==> src/rtl/vga_controller.sv <==
// VGA timing generator with a matched-latency colour path.
//
// Free-running horizontal/vertical counters are exported as pixelX/pixelY to the
// object drawers. The drawing chain answers with a colour RGB_LATENCY clocks later;
// the raw active/hsync/vsync flags are delayed by the same amount so that colour and
// sync leave the final output registers aligned (total latency RGB_LATENCY+1).
//
// Ports:
//   clk                       pixel clock, the only clock
//   reset                     asynchronous, active-high
//   Red/Green/Blue_level      4-bit colour returned by the drawing chain
//   pixelX, pixelY            11-bit counters, full range including blanking
//   startOfFrame              one-clock pulse at the first clock of vertical blanking
//   vga_r, vga_g, vga_b       4-bit DAC colour, forced to 0 during blanking
//   hsync, vsync              active-low sync
module vga_controller #(
  parameter int unsigned H_ACTIVE    = 640,
  parameter int unsigned H_FP        = 16,
  parameter int unsigned H_SYNC      = 96,
  parameter int unsigned H_BP        = 48,
  parameter int unsigned V_ACTIVE    = 480,
  parameter int unsigned V_FP        = 10,
  parameter int unsigned V_SYNC      = 2,
  parameter int unsigned V_BP        = 33,
  parameter int unsigned RGB_LATENCY = 2
) (
  input  logic        clk,
  input  logic        reset,
  input  logic [3:0]  Red_level,
  input  logic [3:0]  Green_level,
  input  logic [3:0]  Blue_level,
  output logic [10:0] pixelX,
  output logic [10:0] pixelY,
  output logic        startOfFrame,
  output logic [3:0]  vga_r,
  output logic [3:0]  vga_g,
  output logic [3:0]  vga_b,
  output logic        hsync,
  output logic        vsync
);

  localparam logic [10:0] HAct      = 11'(H_ACTIVE);
  localparam logic [10:0] HSyncBeg  = 11'(H_ACTIVE + H_FP);
  localparam logic [10:0] HSyncEnd  = 11'(H_ACTIVE + H_FP + H_SYNC);
  localparam logic [10:0] HTotal    = 11'(H_ACTIVE + H_FP + H_SYNC + H_BP);
  localparam logic [10:0] VAct      = 11'(V_ACTIVE);
  localparam logic [10:0] VSyncBeg  = 11'(V_ACTIVE + V_FP);
  localparam logic [10:0] VSyncEnd  = 11'(V_ACTIVE + V_FP + V_SYNC);
  localparam logic [10:0] VTotal    = 11'(V_ACTIVE + V_FP + V_SYNC + V_BP);

  logic [10:0] hcount_q, hcount_d;
  logic [10:0] vcount_q, vcount_d;
  logic        sof_q, sof_d;
  logic        raw_active, raw_hsync, raw_vsync;
  logic        dly_active, dly_hsync, dly_vsync;
  logic        hsync_q, vsync_q;
  logic [3:0]  r_q, g_q, b_q;

  // Counters: vertical advances only on the horizontal wrap.
  always_comb begin
    hcount_d = hcount_q + 11'd1;
    vcount_d = vcount_q;
    if (hcount_q == HTotal - 11'd1) begin
      hcount_d = 11'd0;
      vcount_d = (vcount_q == VTotal - 11'd1) ? 11'd0 : vcount_q + 11'd1;
    end
  end

  // startOfFrame is registered from the next-state counters so it is high in
  // exactly the clock where the counters read (0, V_ACTIVE).
  assign sof_d = (hcount_d == 11'd0) && (vcount_d == VAct);

  always_ff @(posedge clk or posedge reset) begin
    if (reset) begin
      hcount_q <= 11'd0;
      vcount_q <= 11'd0;
      sof_q    <= 1'b0;
    end else begin
      hcount_q <= hcount_d;
      vcount_q <= vcount_d;
      sof_q    <= sof_d;
    end
  end

  assign raw_active = (hcount_q < HAct) && (vcount_q < VAct);
  assign raw_hsync  = !((hcount_q >= HSyncBeg) && (hcount_q < HSyncEnd));
  assign raw_vsync  = !((vcount_q >= VSyncBeg) && (vcount_q < VSyncEnd));

  // Delay line matching the drawing-chain latency; reset to blanking values so no
  // stale colour or sync can emerge after reset is released.
  if (RGB_LATENCY == 0) begin : g_no_dly
    assign dly_active = raw_active;
    assign dly_hsync  = raw_hsync;
    assign dly_vsync  = raw_vsync;
  end else begin : g_dly
    logic [RGB_LATENCY-1:0] act_q, hs_q, vs_q;

    always_ff @(posedge clk or posedge reset) begin
      if (reset) begin
        act_q <= '0;
        hs_q  <= '1;
        vs_q  <= '1;
      end else begin
        act_q[0] <= raw_active;
        hs_q[0]  <= raw_hsync;
        vs_q[0]  <= raw_vsync;
        for (int i = 1; i < RGB_LATENCY; i++) begin
          act_q[i] <= act_q[i-1];
          hs_q[i]  <= hs_q[i-1];
          vs_q[i]  <= vs_q[i-1];
        end
      end
    end

    assign dly_active = act_q[RGB_LATENCY-1];
    assign dly_hsync  = hs_q[RGB_LATENCY-1];
    assign dly_vsync  = vs_q[RGB_LATENCY-1];
  end

  always_ff @(posedge clk or posedge reset) begin
    if (reset) begin
      hsync_q <= 1'b1;
      vsync_q <= 1'b1;
      r_q     <= 4'h0;
      g_q     <= 4'h0;
      b_q     <= 4'h0;
    end else begin
      hsync_q <= dly_hsync;
      vsync_q <= dly_vsync;
      r_q     <= dly_active ? Red_level   : 4'h0;
      g_q     <= dly_active ? Green_level : 4'h0;
      b_q     <= dly_active ? Blue_level  : 4'h0;
    end
  end

  assign pixelX       = hcount_q;
  assign pixelY       = vcount_q;
  assign startOfFrame = sof_q;
  assign hsync        = hsync_q;
  assign vsync        = vsync_q;
  assign vga_r        = r_q;
  assign vga_g        = g_q;
  assign vga_b        = b_q;

endmodule

==> config.mk <==
export PLATFORM = sky130hd
export DESIGN_NAME = vga_controller
export DESIGN_NICKNAME = d
export VERILOG_FILES = /design/src/rtl/vga_controller.sv
export SDC_FILE = /design/constraint.sdc
export NUM_CORES = 1
export LEC_CHECK = 0
export CAP_MARGIN = 20
export CORE_MARGIN = 4
export CORE_UTILIZATION = 30
export CTS_CLUSTER_SIZE = 20
export DETAILED_ROUTE_END_ITERATION = 7
export GPL_TIMING_DRIVEN = 0
export PLACE_DENSITY_LB_ADDON = 0.2
export SETUP_SLACK_MARGIN = 0.15
export SLEW_MARGIN = 20
export SYNTH_ARGS = -nofsm -noshare
export SYNTH_HDL_FRONTEND = slang
export SYNTH_SLANG_ARGS = --single-unit
export TNS_END_PERCENT = 100
==> constraint.sdc <==
create_clock -name clk -period 6.7 [get_ports clk]
set_input_delay 1.005 -clock clk [delete_from_list [all_inputs] [get_ports clk]]
set_output_delay 1.005 -clock clk [all_outputs]
set_load 0.02 [all_outputs]
After elaboration in Yosys (flattened, before gate mapping)
Cells that the tools add are included.

word-level totals
  word-level logic and storage cells = 35
  bits in registers = 43
  output and inout port bits = 37

cells by class
  equal/unequal tests = 3
  order comparisons = 6
  muxes and demuxes = 6
  $add $sub $neg = 2
  reductions and logical operators = 7

operators with widths
  kind                                                                      number
  11-bit two-way mux                                                        3
  11-bit by 1-bit adder with 11-bit output (second input constant)          2
  11-bit by 10-bit equality test with 1-bit output (second input constant)  2
  11-bit by 10-bit < comparator with 1-bit output (second input constant)   2
  11-bit by 9-bit < comparator with 1-bit output (second input constant)    2
  4-bit two-way mux                                                         3
  11-bit by 9-bit equality test with 1-bit output (second input constant)   1
  11-bit by 10-bit >= comparator with 1-bit output (second input constant)  1
  11-bit by 9-bit >= comparator with 1-bit output (second input constant)   1
  11-bit zero test                                                          1
  1-bit logical AND                                                         4
  1-bit zero test                                                           2

Logic depth before layout (Yosys ltp)
  word-level depth = 5
  depth in mapped cells = 9
  depth with buffers taken out = 8

Worst setup path after synthesis
No wires, ideal clock.

  kind = reg-to-reg
  start point = reg hcount_q[6] (netlist: pixelX[6])
  end point = reg sof_q (netlist: startOfFrame)
  period minus slack after synthesis = 2491 ps
  slack = 4209 ps
  stages on the path, launching flop included = 8
  library setup time = 95 ps
  required time = 6605 ps
  arrival time = 2396 ps
  path through = dfrtp_1 -> buf_2 -> or4b_4 -> or3_4 -> a2111oi_4 -> o2111a_1 -> nand4_1 -> nor4b_2

on the way
  cells in the longest elaborated chain, start to end = 4
  elaborated cells between the ends (all ways) = 7
  those cells by class = 1 x add/sub; 2 x eq/ne; 2 x mux; 2 x reduce/logical

ends and longest elaborated chain
  element                                                                                                       RTL line  RTL
  start: declaration                                                                                            51        logic [10:0] hcount_q, hcount_d;
  start signal: assignment                                                                                      79        hcount_q <= hcount_d;
  11-bit by 1-bit adder with 11-bit output or 11-bit by 10-bit equality test with 1-bit output (tied branches)  61, 63
  11-bit two-way mux                                                                                            63        if (hcount_q == HTotal - 11'd1) begin
  11-bit zero test or 11-bit by 9-bit equality test with 1-bit output (tied branches)                           71        assign sof_d = (hcount_d == 11'd0) && (vcount_d == VAct);
  1-bit logical AND (*)                                                                                         71
  via sof_d                                                                                                     53        logic sof_q, sof_d;
  end signal: assignment                                                                                        77        sof_q <= 1'b0;
  end signal: assignment                                                                                        81        sof_q <= sof_d;
  end: declaration                                                                                              53

Mark *: on every way through the listed nets, which the timed path passes. The rest lies on a longest branch.

Worst setup path after layout
  start point = reg vcount_q[10] (netlist: pixelY[10])
  end point = out pixelY[10]

RTL lines
  element                   RTL line  RTL
  start: declaration        52        logic [10:0] vcount_q, vcount_d;
  start signal: assignment  80        vcount_q <= vcount_d;
  end: declaration          33        output logic [10:0] pixelY,

No word-level cell between the ends.

==> flow_results.org <==
** Outcome
- Outcome :: complete, no violations

** GRT
- For this run the aggregate overflow at the end of global routing stands at 0.
- The via count of the first global-routing pass is 1,663.
- Global routing consumed, over all layers together, 12.1% of the routing resources.
- The first global-routing pass estimated 8050 µm of wire.
- The number of antenna violations at the first check in global routing came to 0.
- Pin count of the biggest net entering global routing :: 32

** Logic synthesis
- In this run, distinct cell masters in the synthesized netlist total 45.
- Sequential share of the synthesized area :: between 50% and 60%
- Most used flip-flop cell after synthesis :: sky130_fd_sc_hd__dfrtp_1
- Fraction of registers with async set/reset :: 100%
- In this run the cell area of the synthesized design comes to 2020 µm².
- Yosys attributes the largest share of cell area to sky130_fd_sc_hd__dfrtp_1 46%, sky130_fd_sc_hd__dfstp_2 7.8%, sky130_fd_sc_hd__and2_1 4.0%, sky130_fd_sc_hd__xnor2_1 3.5%, sky130_fd_sc_hd__o21ai_0 3.2%.
- Synthesis warning total :: 0
- The top cell type by area accounts for 45.7% of the synthesized area.
- In this run the mean area of a mapped cell was roughly 11 µm².
- Number of flops mapped to enable cells by yosys :: 0
- Syn Inst Count :: 191
- After synthesis the netlist holds a flip-flop and latch count of 43.
- Synthesis produced a netlist with a net count of roughly 210.
- Cell type with the largest total area after synthesis :: sky130_fd_sc_hd__dfrtp_1

** STA
- The routed design could run at a clock period as short as 2.52 ns.
- Setup violation total in the final timing report :: 0
- The final number of max-transition violations is 0.
- Setup repair after global routing left no endpoint under its margin.
- Slew Limit Headroom :: 73.8%
- Fin Setup TNS :: 0 ns
- The worst path uses 37.6% of the clock period.
- Between clock sinks in the finished design, the worst skew comes to 0.00768 ns.
- Number of hold-slack violations in the final timing report :: 0
- For the pin with the worst max-slew slack, the measured transition is roughly 0.39 ns.
- Upper clock frequency limit :: 397 MHz

** CTS
- Number of H-tree branching levels :: 2
- For this design, the sink count on the clock tree is 43.
- Number of buffers between clock root and the deepest sink :: 2
- Count of hold-fix buffers inserted at cts :: 0
- TritonCTS built the clock tree.
- The tree is rooted in a sky130_fd_sc_hd__clkbuf_8.
- Clock-pin slew was measured on the worst setup and hold paths at 0.08 ns.
- Total setup buffers inserted after CTS :: 0
- Number of gates resized after CTS :: 0
- CTS buffer count :: 5
- The later pin in the worst-skew pair is clocked with a latency of about 0.29 ns.

** Drt
- Number of routed nets with antenna violations :: 0
- Number of vias per cell after detailed routing :: 4.93
- After detailed routing, the total wire length is 4710 µm.
- After detailed routing, the average wire length per cell comes to approximately 14 µm.
- The first detailed-routing pass ran for 4 iterations.
- The final route contains 1,611 vias.
- For this block, the initial DRC count from the detailed router was 66.
- In the routed design, unresolved DRC markers number 0.

** Flow run
- Max-cap violations :: 0

** Power
- In this run switching power makes up between 20% and 30% of total power.
- Total leakage power :: 1.08 nW
- VDD sags by at most 0.0624 mV.
- Portion of total power attributed to combinational logic :: 6.3%
- The internal portion of the total power is 352 µW.
- For this design the total switching power over the nets is 101 µW.
- In this run the power density over the cells is between 150 and 200 nW/µm².
- Sequential power share :: 58.3%
- The clock network accounts for 35.3% of the total power.

** Layout
- Net count of the finished layout :: 266
- Finished layout cell area :: approximately 2700 µm²
- The repair_antennas step left the layout with diodes totalling 0.
- Measured on the finished design, the core utilization comes to 42.2%.
- The post-route netlist has 10.4% of its cells at a drive strength greater than 1.
- Number of cells in the finished layout apart from fillers :: 327
- Compared with the post-synthesis result, the final layout area differs by 34.7%.
- The filler cells instantiated in the layout total between 600 and 700.

** Worst setup path
- The worst setup path is launched from a register.
- STA classifies the critical path endpoint as a primary output.
- Data arrives at the worst endpoint at roughly 1.5 ns.
- Critical Path Slowest Stage Cell :: sky130_fd_sc_hd__clkdlybuf4s50_1
- Grouping stages by cell kind, the critical path spends the most delay in buffers and inverters.
- Startpoint-to-endpoint class of the critical path :: register to primary output
- Walking the worst path, the cells encountered are clkdlybuf4s50_1.
- For the worst setup path, the data required time is 5.69 ns.
- The number of buffers and inverters on the critical path is 1.
- For this run, the slowest stage of the critical path takes 0.68 ns.
- Maximum fanout encountered on the critical timing path :: 8

** Placed design
- Once placement completed, the tool counted placed cells totaling 319.
- Post-placement cell area :: approximately 2600 µm²
- Input and output buffers added on the ports amount to 50.
- Routability-driven placement finished with a final weighted congestion of roughly 0.8.
- Detailed placement HPWL :: 3420 µm

** Die
- Total number of placement rows :: 29
- The die is about 90 µm tall.
- For this configuration, the core starts out at a cell density of about a third.
- Die ar. :: 8130 µm²
- Chip width :: between 90 and 100 µm
- Core ar. :: around 6500 µm²
- In this run the count of I/O pins placed on the die edge is 51.

** Min path
- Worst Hold Class :: register to register
==> kinds of logic after synthesis <==
kind of cell	after synthesis	share of synthesized area [%]
flops	43	53.5
simple gates	82	23.9
compound gates	31	11.2
buf+inv	20	4.33
xor+xnor	12	5.19
fa+ha+maj	3	1.85
==> per-stage QoR <==
step | setup WS (ns) | hold slack, ns | power, mW
5_1_grt | 4.03 | 0.364 | 0.478
4_1_cts | 4.17 | 0.355 | 0.464
6_report | 4.18 | 0.353 | 0.452
3_3_place_gp | 3.77 | 0.339 | 0.297
3_5_place_dp | 4.19 | 0.335 | 0.299
2_1_floorplan | 4.21 | 0.331 | 0.280
==> per-layer routing <==
| metal | part of all wire, % | track usage, % | up-vias |
|---|---|---|---|
| met3 | 5.5 | 3.67 | 5 |
| met5 | 0 | 0 | - |
| li1 | - | - | 790 |
| met4 | 0.98 | 3.44 | 0 |
| met1 | 49 | 16.2 | 755 |
| met2 | 44 | 18.9 | 61 |
==> cells in the final DEF, fill, tap and decap left out, types with 2 or more instances in the layout <==
master                            count
sky130_fd_sc_hd__nor2_1               6
sky130_fd_sc_hd__and4_1               4
sky130_fd_sc_hd__nor4_1               4
sky130_fd_sc_hd__dfrtp_1             37
sky130_fd_sc_hd__nand2_1             17
sky130_fd_sc_hd__nand3b_1             2
sky130_fd_sc_hd__clkbuf_8             5
sky130_fd_sc_hd__nand3_1             11
sky130_fd_sc_hd__xnor2_1              8
sky130_fd_sc_hd__inv_1                6
sky130_fd_sc_hd__buf_2                4
sky130_fd_sc_hd__nand2b_1             3
sky130_fd_sc_hd__o21ai_0             13
sky130_fd_sc_hd__dfstp_2              6
sky130_fd_sc_hd__nor3_1               3
sky130_fd_sc_hd__ha_1                 3
sky130_fd_sc_hd__a21oi_1              2
sky130_fd_sc_hd__nor2b_1              2
sky130_fd_sc_hd__xor2_1               4
sky130_fd_sc_hd__o31ai_1              3
sky130_fd_sc_hd__nand4_1              4
sky130_fd_sc_hd__clkdlybuf4s50_1     50
sky130_fd_sc_hd__and2_1              13
sky130_fd_sc_hd__and3_1               5
sky130_fd_sc_hd__clkbuf_1             9
==> power by group through the flow <==
stage               combinational (mW)  sequential, mW  clock, mW
finish                          0.0287           0.264      0.160
global route                    0.0314           0.264      0.182
CTS                             0.0296           0.264      0.170
detailed placement              0.0294           0.269          0
global placement                0.0276           0.269          0
floorplan                      0.00621           0.274          0
==> worst paths after layout <==
check,startpoint,end,slack (ns),cells past startpoint
max in group asynchronous,reset,g_dly.vs_q[0]$_DFF_PP1_,5.20,3
min reg2reg,g_dly.act_q[0]$_DFF_PP0_,g_dly.act_q[1]$_DFF_PP0_,0.35,0
max reg2reg,pixelX[5]$_DFF_PP0_,startOfFrame$_DFF_PP0_,4.18,7
min,g_dly.act_q[0]$_DFF_PP0_,g_dly.act_q[1]$_DFF_PP0_,0.35,0
min in group asynchronous,reset,pixelX[9]$_DFF_PP0_,0.98,2
max,pixelY[10]$_DFF_PP0_,pixelY[10],4.18,1
==> area by class of cell <==
class / instances / area [µm²] / area share [%]
plain buffers: 13 / 61.3 / 2.25
clock buffers: 6 / 72.6 / 2.66
clock inverters: 2 / 12.5 / 0.459
inverters: 7 / 26.3 / 0.964
multi-input cells: 128 / 853 / 31.3
flip-flops and latches: 43 / 1080 / 39.7
well taps: 77 / 96.3 / 3.53
repair buffers: 51 / 520 / 19.1
==> Yosys cell counts, types with 2 or more instances <==
master	n
sky130_fd_sc_hd__a21oi_1	2
sky130_fd_sc_hd__and2_1	13
sky130_fd_sc_hd__and3_1	5
sky130_fd_sc_hd__and4_1	4
sky130_fd_sc_hd__buf_2	4
sky130_fd_sc_hd__clkbuf_1	8
sky130_fd_sc_hd__dfrtp_1	37
sky130_fd_sc_hd__dfstp_2	6
sky130_fd_sc_hd__ha_1	3
sky130_fd_sc_hd__inv_1	7
sky130_fd_sc_hd__nand2_1	17
sky130_fd_sc_hd__nand2b_1	3
sky130_fd_sc_hd__nand3_1	11
sky130_fd_sc_hd__nand3b_1	2
sky130_fd_sc_hd__nand4_1	4
sky130_fd_sc_hd__nor2_1	6
sky130_fd_sc_hd__nor2b_1	2
sky130_fd_sc_hd__nor3_1	3
sky130_fd_sc_hd__nor4_1	4
sky130_fd_sc_hd__o21ai_0	13
sky130_fd_sc_hd__o31ai_1	3
sky130_fd_sc_hd__xnor2_1	8
sky130_fd_sc_hd__xor2_1	4
==> registers in the layout (all words and copies together), names as in the netlist, 2 cells and up <==
signal and cells:
pixelX 11, pixelY 11, vga_b 4, vga_g 4, vga_r 4, g_dly.act_q 2, g_dly.hs_q 2, g_dly.vs_q 2
No activity file was read; power rests on OpenSTA's default activity.
